**src/rtl/can_rx_frame.sv**
```systemverilog
// CAN 2.0A receive frame engine: destuffs the sampled bus, parses standard
// data/remote frames, checks CRC-15 and frame form, drives ACK and error flags.
module can_rx_frame #(
  parameter logic [14:0] CRC_POLY = 15'h4599,
  parameter int unsigned ID_W     = 11
) (
  input  logic            clk,
  input  logic            rst_n,
  input  logic            bit_tick,
  input  logic            rx_bit,
  input  logic            ack_en,
  input  logic            passive,
  output logic            tx_bit,
  output logic            busy,
  output logic            frame_valid,
  output logic [ID_W-1:0] rx_id,
  output logic            rx_rtr,
  output logic [3:0]      rx_dlc,
  output logic [63:0]     rx_data,
  output logic            err_stuff,
  output logic            err_crc,
  output logic            err_form
);

  localparam int unsigned CNT_W  = 6;
  localparam int unsigned RUN_W  = 3;
  localparam int unsigned CRC_W  = 15;
  localparam int unsigned DATA_W = 64;

  localparam logic [CNT_W-1:0] IDLE_LAST = CNT_W'(10);
  localparam logic [CNT_W-1:0] RTR_POS   = CNT_W'(ID_W);
  localparam logic [CNT_W-1:0] CTRL_LAST = CNT_W'(5);
  localparam logic [CNT_W-1:0] CRC_LAST  = CNT_W'(CRC_W - 1);
  localparam logic [CNT_W-1:0] EOF_LAST  = CNT_W'(6);
  localparam logic [CNT_W-1:0] ERR_LAST  = CNT_W'(5);
  localparam logic [RUN_W-1:0] RUN_MAX   = RUN_W'(5);

  typedef enum logic [3:0] {
    S_WAIT_IDLE, S_IDLE, S_ARB, S_CTRL, S_DATA, S_CRC,
    S_CRC_DEL, S_ACK, S_ACK_DEL, S_EOF, S_ERRFLAG
  } state_e;

  state_e             state_q, state_d;
  logic [CNT_W-1:0]   cnt_q, cnt_d;
  logic [RUN_W-1:0]   run_q, run_d;
  logic               prev_q, prev_d;
  logic [CRC_W-1:0]   crc_q, crc_d;
  logic [CRC_W-1:0]   crc_rx_q, crc_rx_d;
  logic [ID_W-1:0]    id_q, id_d;
  logic               rtr_q, rtr_d;
  logic [3:0]         dlc_q, dlc_d;
  logic [DATA_W-1:0]  data_q, data_d;

  logic               tx_bit_q, tx_bit_d;
  logic               busy_q, busy_d;
  logic               frame_valid_q, frame_valid_d;
  logic               err_stuff_q, err_stuff_d;
  logic               err_crc_q, err_crc_d;
  logic               err_form_q, err_form_d;
  logic [ID_W-1:0]    rx_id_q, rx_id_d;
  logic               rx_rtr_q, rx_rtr_d;
  logic [3:0]         rx_dlc_q, rx_dlc_d;
  logic [DATA_W-1:0]  rx_data_q, rx_data_d;

  logic               in_stuff;
  logic               take_bit;
  logic               go_err;
  logic [CNT_W:0]     data_len;

  function automatic logic [CRC_W-1:0] crc_step(input logic [CRC_W-1:0] c, input logic b);
    logic nxt;
    nxt = b ^ c[CRC_W-1];
    crc_step = {c[CRC_W-2:0], 1'b0} ^ (nxt ? CRC_POLY : CRC_W'(0));
  endfunction

  // DLC values above 8 still carry 8 bytes
  assign data_len = (dlc_q > 4'd8) ? 7'd64 : {dlc_q, 3'b000};
  assign in_stuff = (state_q == S_ARB) || (state_q == S_CTRL) ||
                    (state_q == S_DATA) || (state_q == S_CRC);

  always_comb begin
    state_d       = state_q;
    cnt_d         = cnt_q;
    run_d         = run_q;
    prev_d        = prev_q;
    crc_d         = crc_q;
    crc_rx_d      = crc_rx_q;
    id_d          = id_q;
    rtr_d         = rtr_q;
    dlc_d         = dlc_q;
    data_d        = data_q;
    tx_bit_d      = tx_bit_q;
    busy_d        = busy_q;
    frame_valid_d = 1'b0;
    err_stuff_d   = 1'b0;
    err_crc_d     = 1'b0;
    err_form_d    = 1'b0;
    rx_id_d       = rx_id_q;
    rx_rtr_d      = rx_rtr_q;
    rx_dlc_d      = rx_dlc_q;
    rx_data_d     = rx_data_q;
    take_bit      = 1'b1;
    go_err        = 1'b0;

    if (bit_tick) begin
      // Destuffing: a stuff slot follows every run of 5 equal bits
      if (in_stuff) begin
        if (run_q == RUN_MAX) begin
          take_bit = 1'b0;
          if (rx_bit == prev_q) begin
            err_stuff_d = 1'b1;
            go_err      = 1'b1;
          end else begin
            prev_d = rx_bit;
            run_d  = RUN_W'(1);
          end
        end else if (rx_bit == prev_q) begin
          run_d = run_q + RUN_W'(1);
        end else begin
          run_d  = RUN_W'(1);
          prev_d = rx_bit;
        end
      end

      if (take_bit) begin
        case (state_q)
          S_WAIT_IDLE: begin
            if (!rx_bit) begin
              cnt_d = '0;
            end else if (cnt_q == IDLE_LAST) begin
              cnt_d   = '0;
              state_d = S_IDLE;
            end else begin
              cnt_d = cnt_q + CNT_W'(1);
            end
          end
          S_IDLE: begin
            if (!rx_bit) begin
              state_d = S_ARB;
              cnt_d   = '0;
              busy_d  = 1'b1;
              run_d   = RUN_W'(1);
              prev_d  = 1'b0;
              crc_d   = crc_step(CRC_W'(0), rx_bit);
              id_d    = '0;
              rtr_d   = 1'b0;
              dlc_d   = '0;
              data_d  = '0;
            end
          end
          S_ARB: begin
            crc_d = crc_step(crc_q, rx_bit);
            if (cnt_q == RTR_POS) begin
              rtr_d   = rx_bit;
              cnt_d   = '0;
              state_d = S_CTRL;
            end else begin
              id_d  = {id_q[ID_W-2:0], rx_bit};
              cnt_d = cnt_q + CNT_W'(1);
            end
          end
          S_CTRL: begin
            crc_d = crc_step(crc_q, rx_bit);
            if (cnt_q >= CNT_W'(2)) dlc_d = {dlc_q[2:0], rx_bit};
            if ((cnt_q == '0) && rx_bit) begin
              err_form_d = 1'b1;
              go_err     = 1'b1;
            end else if (cnt_q == CTRL_LAST) begin
              cnt_d   = '0;
              state_d = (rtr_q || ({dlc_q[2:0], rx_bit} == 4'd0)) ? S_CRC : S_DATA;
            end else begin
              cnt_d = cnt_q + CNT_W'(1);
            end
          end
          S_DATA: begin
            crc_d          = crc_step(crc_q, rx_bit);
            data_d[~cnt_q] = rx_bit;
            if ({1'b0, cnt_q} == data_len - 7'd1) begin
              cnt_d   = '0;
              state_d = S_CRC;
            end else begin
              cnt_d = cnt_q + CNT_W'(1);
            end
          end
          S_CRC: begin
            crc_rx_d = {crc_rx_q[CRC_W-2:0], rx_bit};
            if (cnt_q == CRC_LAST) begin
              cnt_d   = '0;
              state_d = S_CRC_DEL;
            end else begin
              cnt_d = cnt_q + CNT_W'(1);
            end
          end
          S_CRC_DEL: begin
            if (!rx_bit) begin
              err_form_d = 1'b1;
              go_err     = 1'b1;
            end else if (crc_rx_q != crc_q) begin
              err_crc_d = 1'b1;
              go_err    = 1'b1;
            end else begin
              tx_bit_d = ~ack_en;
              state_d  = S_ACK;
            end
          end
          S_ACK: begin
            tx_bit_d = 1'b1;
            state_d  = S_ACK_DEL;
          end
          S_ACK_DEL: begin
            if (!rx_bit) begin
              err_form_d = 1'b1;
              go_err     = 1'b1;
            end else begin
              cnt_d   = '0;
              state_d = S_EOF;
            end
          end
          S_EOF: begin
            if (!rx_bit) begin
              err_form_d = 1'b1;
              go_err     = 1'b1;
            end else if (cnt_q == EOF_LAST) begin
              rx_id_d       = id_q;
              rx_rtr_d      = rtr_q;
              rx_dlc_d      = dlc_q;
              rx_data_d     = data_q;
              frame_valid_d = 1'b1;
              busy_d        = 1'b0;
              cnt_d         = '0;
              state_d       = S_WAIT_IDLE;
            end else begin
              cnt_d = cnt_q + CNT_W'(1);
            end
          end
          S_ERRFLAG: begin
            if (cnt_q == ERR_LAST) begin
              tx_bit_d = 1'b1;
              busy_d   = 1'b0;
              cnt_d    = '0;
              state_d  = S_WAIT_IDLE;
            end else begin
              cnt_d = cnt_q + CNT_W'(1);
            end
          end
          default: begin
            cnt_d   = '0;
            state_d = S_WAIT_IDLE;
          end
        endcase
      end

      // Every error hands the bus to a 6-bit error flag
      if (go_err) begin
        state_d  = S_ERRFLAG;
        cnt_d    = '0;
        tx_bit_d = passive;
      end
    end
  end

  always_ff @(posedge clk or negedge rst_n) begin
    if (!rst_n) begin
      state_q       <= S_WAIT_IDLE;
      cnt_q         <= '0;
      run_q         <= '0;
      prev_q        <= 1'b1;
      crc_q         <= '0;
      crc_rx_q      <= '0;
      id_q          <= '0;
      rtr_q         <= 1'b0;
      dlc_q         <= '0;
      data_q        <= '0;
      tx_bit_q      <= 1'b1;
      busy_q        <= 1'b0;
      frame_valid_q <= 1'b0;
      err_stuff_q   <= 1'b0;
      err_crc_q     <= 1'b0;
      err_form_q    <= 1'b0;
      rx_id_q       <= '0;
      rx_rtr_q      <= 1'b0;
      rx_dlc_q      <= '0;
      rx_data_q     <= '0;
    end else begin
      state_q       <= state_d;
      cnt_q         <= cnt_d;
      run_q         <= run_d;
      prev_q        <= prev_d;
      crc_q         <= crc_d;
      crc_rx_q      <= crc_rx_d;
      id_q          <= id_d;
      rtr_q         <= rtr_d;
      dlc_q         <= dlc_d;
      data_q        <= data_d;
      tx_bit_q      <= tx_bit_d;
      busy_q        <= busy_d;
      frame_valid_q <= frame_valid_d;
      err_stuff_q   <= err_stuff_d;
      err_crc_q     <= err_crc_d;
      err_form_q    <= err_form_d;
      rx_id_q       <= rx_id_d;
      rx_rtr_q      <= rx_rtr_d;
      rx_dlc_q      <= rx_dlc_d;
      rx_data_q     <= rx_data_d;
    end
  end

  assign tx_bit      = tx_bit_q;
  assign busy        = busy_q;
  assign frame_valid = frame_valid_q;
  assign err_stuff   = err_stuff_q;
  assign err_crc     = err_crc_q;
  assign err_form    = err_form_q;
  assign rx_id       = rx_id_q;
  assign rx_rtr      = rx_rtr_q;
  assign rx_dlc      = rx_dlc_q;
  assign rx_data     = rx_data_q;

endmodule

```
**config.mk**
```make
export PLATFORM = sky130hd
export DESIGN_NAME = can_rx_frame
export DESIGN_NICKNAME = d
export VERILOG_FILES = /design/src/rtl/can_rx_frame.sv
export SDC_FILE = /design/constraint.sdc
export NUM_CORES = 1
export LEC_CHECK = 0
export ABC_AREA = 1
export CAP_MARGIN = 20
export CORE_MARGIN = 8
export CORE_UTILIZATION = 55
export CTS_BUF_LIST = sky130_fd_sc_hd__clkbuf_8 sky130_fd_sc_hd__clkbuf_16
export CTS_CLUSTER_SIZE = 40
export DETAILED_ROUTE_END_ITERATION = 8
export GPL_TIMING_DRIVEN = 0
export PLACE_DENSITY_LB_ADDON = 0.12
export SETUP_SLACK_MARGIN = 0.3
export SYNTH_ARGS = -nofsm -noshare
export SYNTH_HDL_FRONTEND = slang
export SYNTH_SLANG_ARGS = --single-unit
```
**constraint.sdc**
```tcl
create_clock -name clk -period 4.4 [get_ports clk]
set_clock_uncertainty 0.15 [all_clocks]
set_input_delay 0.44 -clock clk [delete_from_list [all_inputs] [get_ports clk]]
set_output_delay 0.44 -clock clk [all_outputs]
set_load 0.005 [all_outputs]
```
# Word level (Yosys, flattened, before mapping)
# Index checks and enable logic that the tools add are counted.
[word_totals]
reg_bits = 210
inputBits = 6
elab_cells = 205
out_inout_bits = 86
[classes]
order_cmp = 4
n_mux = 102
reduce_logical = 31
add_sub_neg = 3
n_bitwise = 4
eq_ne = 41
[ops]
columns = ["op", "n"]
rows = [
  ["one-hot mux 64 bit (2 select lines)", 1],
  ["two-way mux 6 bit", 13],
  ["two-way mux 4 bit", 18],
  ["bitwise mux 64 bit", 1],
  ["two-way mux 64 bit", 1],
  ["one-hot mux 6 bit (10 select lines)", 1],
  ["two-way mux 1 bit", 45],
  ["one-hot mux 4 bit (11 select lines)", 1],
  ["two-way mux 15 bit", 2],
  ["one-hot mux 15 bit (2 select lines)", 1],
  ["inequality test 3 bit (second input constant)", 9],
  ["two-way mux 11 bit", 2],
  ["one-hot mux 11 bit (2 select lines)", 1],
  ["two-way mux 3 bit", 7],
  ["AND reduction 5 bit", 4],
  ["equality test 6 x 4 -> 1 bit (second input constant)", 3],
  ["equality test 4 x 3 -> 1 bit (second input constant)", 4],
  ["AND reduction 16 bit", 1],
  ["inequality test 15 bit", 1],
  ["XOR 15 bit", 1],
  ["AND reduction 7 bit", 2],
  ["equality test 4 bit (second input constant)", 3],
  ["equality test 6 x 3 -> 1 bit (second input constant)", 2],
  ["inequality test 3 x 1 -> 1 bit (second input constant)", 4],
  ["other kinds (35)", 57],
]

# Logic depth before layout (Yosys ltp)
# Gate-level depths: netlist of run 1.
[logic_depth]
ltp_word = 12
depth_mapped = 15
ltp_nobuf = 15

# Worst setup path before layout of run 1
# OpenSTA, ideal clock, no wires.
[synth_timing]
kind = "reg2reg"
startpoint = "reg dlc_q[0]"
endpoint = "reg state_q[0]"
path_buffers = 0
path_slack_ps = 2126
arrival_ps = 2003
required_time_ps = 4129
period_less_slack_ps = 2274
stages_incl_launch_ff = 15
setup_time_ps = 121
path_cell_list = "dfrtp_1 nor3_1 o21ai_0 ha_1 or2_2 nand3_1 nand2_1 nor2_1 nand3_1 nand2_1 nand2_1 nand2_1 nand2_1 nand2_1 o21ai_1"
[synth_between]
elab_chain_len = 8
word_cells_on_any_way = 14
classes_between = "add/sub: 1; order compare: 1; eq/ne: 2; mux: 7; reduce/logical: 3"
[synth_rtl]
columns = ["element", "line", "text"]
rows = [
  ["start, declared", "51", "logic [3:0] dlc_q, dlc_d;"],
  ["start signal, assigned", "293", "dlc_q <= dlc_d;"],
  ["branches (longest 8 deep; another with subtractor 7 x 1 -> 7 bit)", "-", ""],
  ["end signal, assigned", "285", "state_q <= state_d;"],
  ["end, declared", "43", "state_e state_q, state_d;"],
]
# Several ways; the timed one is not identified. The select of a mux whose other input is x is not followed.
# A chain may end at the register's enable or synchronous reset.

# Final worst setup path of run 1
[layout_timing]
startpoint = "reg dlc_q[0]"
endpoint = "reg state_q[2]"
[layout_between]
elab_chain_len = 6
[layout_rtl]
columns = ["element", "line", "text"]
rows = [
  ["> comparator 4 bit", "77", "assign data_len = (dlc_q > 4'd8) ? 7'd64 : {dlc_q, 3'b000};"],
  ["two-way mux 7 bit (*)", "77", ""],
  ["subtractor 7 x 1 -> 7 bit (*)", "178", "if ({1'b0, cnt_q} == data_len - 7'd1) begin"],
  ["equality test 6 x 7 -> 1 bit (*)", "178", ""],
  ["inequality test 3 x 1 -> 1 bit (no source line) (*)", "-", ""],
  ["AND reduction 16 bit (no source line) (*)", "-", ""],
]
# Every way passes the cells marked *; elsewhere a longest branch is shown, timed or not.

==> flow_summary.toml, run 1 <==
[min_path]
hold_depth = 2
hp-class = "reg2reg"
hp-start = "tx_bit"
min_to = "tx_bit"

[clock_network]
htreeDepth = 1
clk-insertion-delay-late_ns = 0.51
cts_sinks = 210
cts_made_buffers = 23
clockBufferDepth = 3
clkTransAtPathRegs_ns = 0.06
cts_tree = "done"
cts_root_buf = "clkbuf_16"

[worst_setup_path]
cp-end-kind = "flip-flop"
max_stage_delay_ns = 0.43
reg2reg_depth = 14
cp_max_fo = 6
r2r_slack_ns = 1.68
crit_path_top_delay_cell = "dfrtp_1"
path_cells = "nor3_1, o21ai_0, ha_1, or2_2, nand3_1, nand2_1, nor2_1, nand3_1, nand2_1, nand2_1, nand2_1, nand2_1, nand2_1, o21ai_1"
cpMostUsedCell = "nand2_1"
required_ns = 4.63
startpoint_type = "flip-flop"
cp_top_family = "simple AND/OR/NAND/NOR gates"
regToRegEndpoint = "state_q[2]"
path_buf_inv = 0
arrival_ns = 2.96
worstReg2RegStart = "dlc_q[0]"
path_class = "reg2reg"

[sta]
tightest_slew_ns = 1.003
post-route-min-period_ns = 2.721
maxSlewViolCount = 0
rsz0062_at_grt = "false"
hold_viol = 0
setup_viol = 0
fmax_ghz = 0.3675
timing.final.crit_share = 0.6185
tns_ns = 0
slew_headroom = 0.3265

[logic_synthesis]
seq_area_frac_synth = 0.5235
ys_warn_count = 0
synth_xor_xnor_area_share = 0.009468
synth_compound_area_frac = 0.1683
synth_area_um2 = 10040
synthSimpleGateAreaFrac = 0.1684
synth_top_area_frac = 0.5183
synth_top_area_cell = "dfrtp_1"
synth_top_family_by_area = "simple AND/OR/NAND/NOR gates"
syn_avg_cell_area_um2 = 8.356
synth_area_leaders = "dfrtp_1 (52%), nand2_1 (8.9%), inv_1 (8.3%)"
post_synth_num_cell_types = 43
synthMuxAreaShare = 0
synth-seq-cells = 210
postSynthCellCount = 1202
synthAdderAreaFrac = 0.008721
synth_nets = 1215

[global_route]
grt_pass1_wl_um = 41120
overflow = 0
grt_max_degree = 107
antenna_found_initial = 0
grt_pass1_vias = 8050
grtUsageTotal = 0.2209

[final_layout]
final_common_cell = "nand2_1"
post-route-util = 0.6737
layout_common_cells = "nand2_1 (238), inv_1 (225), dfrtp_1 (208)"
antenna_cells = 0
fin_cells = 1566
syn_to_final_growth_pct = 20.51
drive_above_1_share = 0.09200
fin_nets = 1333

[routing]
ant_nets = 0
first_pass_iters = 5
wl_per_cell_um = 15.85
vias_per_cell = 5.299
drc = 0
dr_total_vias = 8299
drt-initial-drc-count = 649
wl_um = 24820

[floorplan]
die_w_um = 151.1
die_h_um = 151.1
rows = 49
start_util = 0.5591
design.die.area_um2 = 22840
core_area_um2 = 17960
pin_count = 92

[place]
io_buffers = 91
dpl.cell_count = 1523
place.gp.congestion = 0.8837
dp_hpwl_um = 16870

[pwr]
ir_drop_mv = 0.4086
cellPowerDensity_nw_per_um2 = 540.0
leakage_nw = 5.533

[run]
max-cap-violations = 0

[run_status]
run_status = "completed"
## worst max-delay path by stage
stage	depth (start not counted)	start	slack (ns)	endpoint
2_1_floorplan	14	dlc_q[0]	2.13	state_q[0]
6_report	14	dlc_q[0]	1.68	state_q[2]
5_1_grt	14	dlc_q[0]	1.35	state_q[2]
3_3_place_gp	1	rst_n	-6.13	rx_data[17]
4_1_cts	14	dlc_q[0]	1.73	state_q[2]
3_5_place_dp	10	rx_bit	1.66	state_q[2]
## sequential cells by signal (all words and copies together) (netlist names), 4 cells and up
name and count:
crc_rx_q 15, cnt_q 6, rx_data 64, rx_id 11, data_q 64, state_q 4, id_q 11, dlc_q 4
crc_q 15, rx_dlc 4
## per-stage QoR
stage | setup WS [ns] | area, um2 | power (mW) | hold WS (ns)
3_3_place_gp | -6.130 | 11240 | 4.426 | 0.3142
4_1_cts | 1.735 | 12100 | 6.550 | 0.3238
2_1_floorplan | 2.126 | 10040 | 3.966 | -0.005591
5_1_grt | 1.353 | 12100 | 6.933 | 0.3460
6_report | 1.679 | 12100 | 6.536 | 0.3208
3_5_place_dp | 1.656 | 11270 | 4.470 | 0.3070
## logic make-up after synthesis
logic type | after synthesis
AND/OR/NAND/NOR | 404
AO/OA/AOI/OAI | 294
buffers and inverters | 277
flip-flops | 210
XOR/XNOR | 10
adder cells (fa/ha/maj) | 7
## power by group
group | internal (mW) | switching [mW]
combinational | 0.671 | 1.25
clock | 1.28 | 0.784
sequential | 2.36 | 0.197
total | 4.31 | 2.23
## cells in the mapped netlist (all sizes together)
master  number
nand2      245
a22oi        1
clkbuf      13
ha           7
o21bai       1
nand3       31
a31oi        2
o32ai        1
inv        227
a21oi       76
nand4        5
dfstp        2
or2          2
o22ai       91
xor2         6
nor4         1
nor3         9
o31ai        1
o21ai      121
nor2       110
dfrtp      208
buf         37
xnor2        4
nand3b       1
## timing repair
item | CTS | global route
gates resized for setup | 0 | 0
hold buffers | 1 | 0
buffers inserted | 0 | 0
hold endpoints to repair | 105 | 0
## metal layers
layer / track usage / vias to the layer above / share of wire
met2: 0.3460 / 215 / 0.46
met1: 0.3210 / 3980 / 0.47
met4: 0.04602 / 0 / 0.014
met5: 0 / - / 0
met3: 0.03197 / 28 / 0.059
li1: - / 4076 / -
## worst reg2reg max path, stage by stage, from the launching register on
cell and delay, ns:
dfrtp_1 0.43, nor3_1 0.37, o21ai_0 0.20, ha_1 0.24
or2_2 0.30, nand3_1 0.07, nand2_1 0.06, nor2_1 0.10
nand3_1 0.12, nand2_1 0.10, nand2_1 0.06, nand2_1 0.10
nand2_1 0.14, nand2_1 0.09, o21ai_1 0.07
## final cells by class
type | count | area, um2
flip-flops and latches | 210 | 5258
repair buffers | 93 | 953.4
well taps | 229 | 286.5
clock inverters | 14 | 175.2
multi-input cells | 715 | 3565
clock buffers | 28 | 644.4
inverters | 227 | 857.1
fillers | 1476 | 5861
plain buffers | 50 | 364.1
(Power assumes the default switching activity.)
==> run 2, diff against run 1 <==
- clock period: 4.4 -> 2.7 ns (I/O delays scaled with it)
==> run 2 against run 1 <==
Utilization up 0.46 points. Sequential power is 64% higher. Fmax is 19% higher. Critical path type unchanged. Highest routed layer unchanged.
==> flow_summary.toml, run 2 (synthesized netlist as in run 1, its figures left out) <==
[run_status]
run_status = "completed"

[pwr]
power_mw = 10.79
seq_power_share = 0.386
clkPwrFrac = 0.311
cellPowerDensity_nw_per_um2 = 885.7
combPwrFrac = 0.303
leakage_nw = 5.578
p_int_mw = 7.097
swShare = 0.3425
switchingPower_mw = 3.696
ir_drop_mv = 0.6634

[final_layout]
syn_to_final_growth_pct = 21.33
post-route-util = 0.6783
final_common_cell = "nand2_1"
drive_above_1_share = 0.1082
fin_nets = 1336
fillers = 1465
layout_common_cells = "nand2_1 (234), inv_1 (223), dfrtp_1 (207)"
antenna_cells = 0
final_area_um2 = 12190

[clock_network]
htreeDepth = 1
cts_tree = "done"
cts_root_buf = "clkbuf_16"
cts_sinks = 210
clockBufferDepth = 3
clkTransAtPathRegs_ns = 0.06
cts_made_buffers = 23
clk-insertion-delay-late_ns = 0.51

[routing]
vias_per_cell = 5.315
first_pass_iters = 5
dr_total_vias = 8339
ant_nets = 0
drc = 0
drt-initial-drc-count = 664
wl_um = 24850
wl_per_cell_um = 15.84

[global_route]
grt_pass1_vias = 8072
overflow = 0
grt_pass1_wl_um = 41200
grt_max_degree = 107
antenna_found_initial = 0
grtUsageTotal = 0.2213

[run]
max-cap-violations = 0

[floorplan]
die_w_um = 151.1
die_h_um = 151.1
design.die.area_um2 = 22840
rows = 49
pin_count = 92
core_area_um2 = 17960
start_util = 0.5591

[min_path]
hp-class = "in2async"

[sta]
rsz0062_at_grt = "false"
post-route-min-period_ns = 2.294
maxSlewViolCount = 0
timing.final.crit_share = 0.8497
tightest_slew_ns = 0.9982
setup_viol = 0
slew_headroom = 0.3298
hold_viol = 0
fmax_ghz = 0.4359

[worst_setup_path]
required_ns = 2.98
startpoint_type = "flip-flop"
reg2reg_depth = 11
r2r_slack_ns = 0.41
regToRegEndpoint = "cnt_q[1]"
arrival_ns = 2.58
worstReg2RegStart = "dlc_q[2]"
cp_max_fo = 5
path_class = "reg2reg"
cp-end-kind = "flip-flop"

[place]
dp_hpwl_um = 16870
place.gp.congestion = 0.8837
place_area_um2 = 11270
io_buffers = 91
run 2: what timing repair did:
| action | CTS | global route |
|---|---|---|
| hold endpoints to repair | 105 | 0 |
| pin swaps | 1 | 6 |
| gates resized for setup | 3 | 26 |
| endpoints found under the setup margin | 9 | 95 |
| setup buffers | 1 | 2 |
| hold buffers | 1 | 0 |
run 2: metal layers:
metal,wire length [um],global-route usage,part of all wire,vias up
met5,0,0,0,-
met4,340,0.04651,0.014,0
met3,1343,0.03197,0.054,28
met2,11550,0.3471,0.46,205
met1,11620,0.3210,0.47,4020
li1,-,-,-,4086
run 2: cell type report:
type	count	area, um2	share of cell area
Buffer	50	371.6	0.03050
Clock buffer	28	644.4	0.05288
Clock inverter	14	175.2	0.01438
Inverter	227	860.8	0.07064
Multi-Input combinational cell	715	3612	0.2964
Sequential cell	210	5259	0.4316
Tap cell	229	286.5	0.02351
Timing Repair Buffer	96	975.9	0.08009
run 2: how the worst max path moves through the flow:
stage	start	end	slack, ns	cells past startpoint
after floorplan	dlc_q[0]	state_q[0]	0.43	14
after global placement	rst_n	rx_data[17]	-7.66	1
after detailed placement	dlc_q[0]	state_q[2]	0.05	14
after CTS	dlc_q[1]	state_q[2]	0.32	14
after global routing	dlc_q[2]	cnt_q[4]	0.29	13
final	dlc_q[2]	cnt_q[1]	0.41	11
run 2: power groups by stage:
stage               clock (mW)  combinational (mW)  sequential, mW
global route              3.53                3.68            4.24
floorplan                    0                2.33            4.13
detailed placement           0                3.08            4.20
finish                    3.36                3.27            4.17
global placement             0                3.02            4.20
CTS                       3.40                3.14            4.16
run 2: per-stage QoR:
step                hold slack [ns]  std cells  setup slack, ns  TNS (ns)
floorplan                   -0.1756       1202           0.4258         0
global placement             0.3142       1522           -7.660  -1599.91
detailed placement           0.2195       1523          0.04633         0
CTS                          0.2669       1567           0.3160         0
global route                 0.3180       1569           0.2869         0
finish                       0.2313       1569           0.4059         0
run 2: critical path, cell delays in order (launching register included):
cell	delay [ns]
dfrtp_1	0.41
nor3_2	0.26
o21ai_2	0.11
ha_2	0.27
or2_2	0.27
nand3_1	0.08
nor2_1	0.05
nand3_1	0.10
nand2_1	0.09
nand2_1	0.17
nand3_1	0.10
o21ai_0	0.16
==> run 3, diff against run 2 <==
- clock period: 2.7 -> 2.2 ns (I/O delays scaled with it)
==> run 3 against run 2 <==
The run now ends with negative setup slack left. Final cell count grew 6.0%. Via count rose by 12%. Global-route usage grew 2.5 points. Count of clock-buffer cells in the layout is 2 higher. Die area did not move. First-iteration DRC count is 18% higher. Register-to-register slack worse by 0.43 ns. Worst setup slack lost 0.43 ns. Clock power grew 14%. Largest power group is now combinational logic. Highest routed layer unchanged.
==> flow_summary.toml, run 3 (synthesized netlist as in run 1, its figures left out) <==
[run_status]
run_status = "complete, but fails checks"
failed_checks = "negative setup slack"

[final_layout]
post-route-util = 0.8141
drive_above_1_share = 0.3215
antenna_cells = 0
fillers = 1034
multiInputGateArea_um2 = 4713
fin_nets = 1431
final_common_cell = "inv_1"
syn_to_final_growth_pct = 45.61
layout_common_cells = "inv_1 (210), dfrtp_1 (202), nand2_1 (132)"
regArea_um2 = 5265
fin_cells = 1663

[sta]
rsz0062_at_grt = "true"
post-route-min-period_ns = 2.220
tns_ns = -0.02158
maxSlewViolCount = 0
hold_viol = 0
timing.final.crit_share = 1.009
holdWs_ns = 0.2465
tightest_slew_ns = 0.9245
slew_headroom = 0.3836
setup_viol = 3
final.setup.worst_slack_ns = -0.01989
fmax_ghz = 0.4505

[routing]
ant_nets = 0
vias_per_cell = 5.615
drc = 0
wl_per_cell_um = 18.72
dr_total_vias = 9337
wl_um = 31130
drt-initial-drc-count = 781
first_pass_iters = 5

[global_route]
antenna_found_initial = 0
grt_pass1_vias = 8924
overflow = 0
grt_max_degree = 124
grtUsageTotal = 0.2467
grt_pass1_wl_um = 45420

[worst_setup_path]
reg2reg_depth = 15
path_class = "reg2reg"
cp_max_fo = 8
startpoint_type = "flip-flop"
crit_start = "state_q[3]"
arrival_ns = 2.46
worstReg2RegStart = "state_q[3]"
required_ns = 2.44
crit_path_end = "rx_id[4]"
cp-end-kind = "flip-flop"
r2r_slack_ns = -0.02
regToRegEndpoint = "rx_id[4]"

[floorplan]
die_h_um = 151.1
core_area_um2 = 17960
design.die.area_um2 = 22840
die_w_um = 151.1
start_util = 0.5591
rows = 49
pin_count = 92

[pwr]
leakage_nw = 6.528
switchingPower_mw = 5.489
combPwrFrac = 0.399
seq_power_share = 0.345
cellPowerDensity_nw_per_um2 = 1019
ir_drop_mv = 0.6157
swShare = 0.3683
p_int_mw = 9.415
clkPwrFrac = 0.256

[clock_network]
clkTransAtPathRegs_ns = 0.06
cts_sinks = 210
cts_root_buf = "clkbuf_16"
cts_tree = "done"
clockBufferDepth = 3
htreeDepth = 1
clk-insertion-delay-late_ns = 0.51
cts_made_buffers = 23

[min_path]
hp-class = "in2async"

[place]
dp_hpwl_um = 16900
dpl.cell_count = 1523
io_buffers = 91
place.gp.congestion = 0.8900

[run]
max-cap-violations = 0
run 3: cell types whose count changed in the layout (fill, tap and decap cells not counted), moves of 12 or more:
cell     change
buf_4       +51
o22ai_1     -23
nand2_2     +49
nand2_4     +52
nand2_1    -102
a21oi_2     +12
buf_6       +20
inv_1       -13
o21ai_0     -52
o21ai_1     +13
o22ai_2     +22
a21oi_1     -15
o21ai_2     +38
run 3: through the flow:
stage / cell area (um2) / worst slack, ns / power [mW]
CTS: 13260 / 0.08875 / 13.57
detailed placement: 11290 / -0.3693 / 9.005
global placement: 11260 / -8.073 / 8.909
global route: 14620 / -0.1047 / 15.64
floorplan: 10060 / 0.1806 / 7.976
finish: 14620 / -0.01989 / 14.90
run 3: worst min-delay path by stage:
stage / to / cells after the start
global route: tx_bit / 5
finish: rx_id[5] / 2
global placement: tx_bit / 2
floorplan: busy / 0
CTS: tx_bit / 5
detailed placement: rx_id[5] / 1
run 3: layout make-up:
cell class / instances / area share
clock inverters: 11 / 0.005133
plain buffers: 50 / 0.03987
well taps: 229 / 0.01959
flip-flops and latches: 210 / 0.3600
inverters: 227 / 0.05989
repair buffers: 191 / 0.1472
clock buffers: 30 / 0.04594
multi-input cells: 715 / 0.3223
run 3: critical path, cell delays in order, from the launching register on:
cell,delay (ns)
dfrtp_1,0.43
inv_2,0.11
nand2_4,0.08
inv_4,0.05
nand2_4,0.09
nand3_4,0.08
nand2_4,0.08
nand2_4,0.07
inv_4,0.09
nand4_4,0.11
buf_12,0.17
buf_6,0.12
buf_16,0.16
clkbuf_16,0.18
nand2_4,0.07
o21ai_2,0.06
run 3: power groups by stage:
stage / Clock [mW] / Combinational, mW / Sequential [mW]
finish: 3.82 / 5.94 / 5.14
global placement: 0 / 3.75 / 5.16
floorplan: 0 / 2.90 / 5.08
CTS: 3.82 / 4.65 / 5.09
global route: 3.99 / 6.43 / 5.22
detailed placement: 0 / 3.84 / 5.17
run 3: layer usage:
metal / track usage / vias up / part of all wire
li1: - / 4290 / -
met5: 0 / - / 0
met1: 0.3416 / 4563 / 0.42
met3: 0.04033 / 85 / 0.071
met4: 0.07076 / 0 / 0.027
met2: 0.3938 / 399 / 0.48
run 3: repair_timing:
action | 4_1_cts | 5_1_grt
pin swaps | 20 | 16
resized for setup | 196 | 288
setup buffers | 56 | 21
gates cloned | 9 | 12
hold endpoints to repair | 120 | 0
hold buffers | 1 | 0
endpoints found under the setup margin | 202 | 207
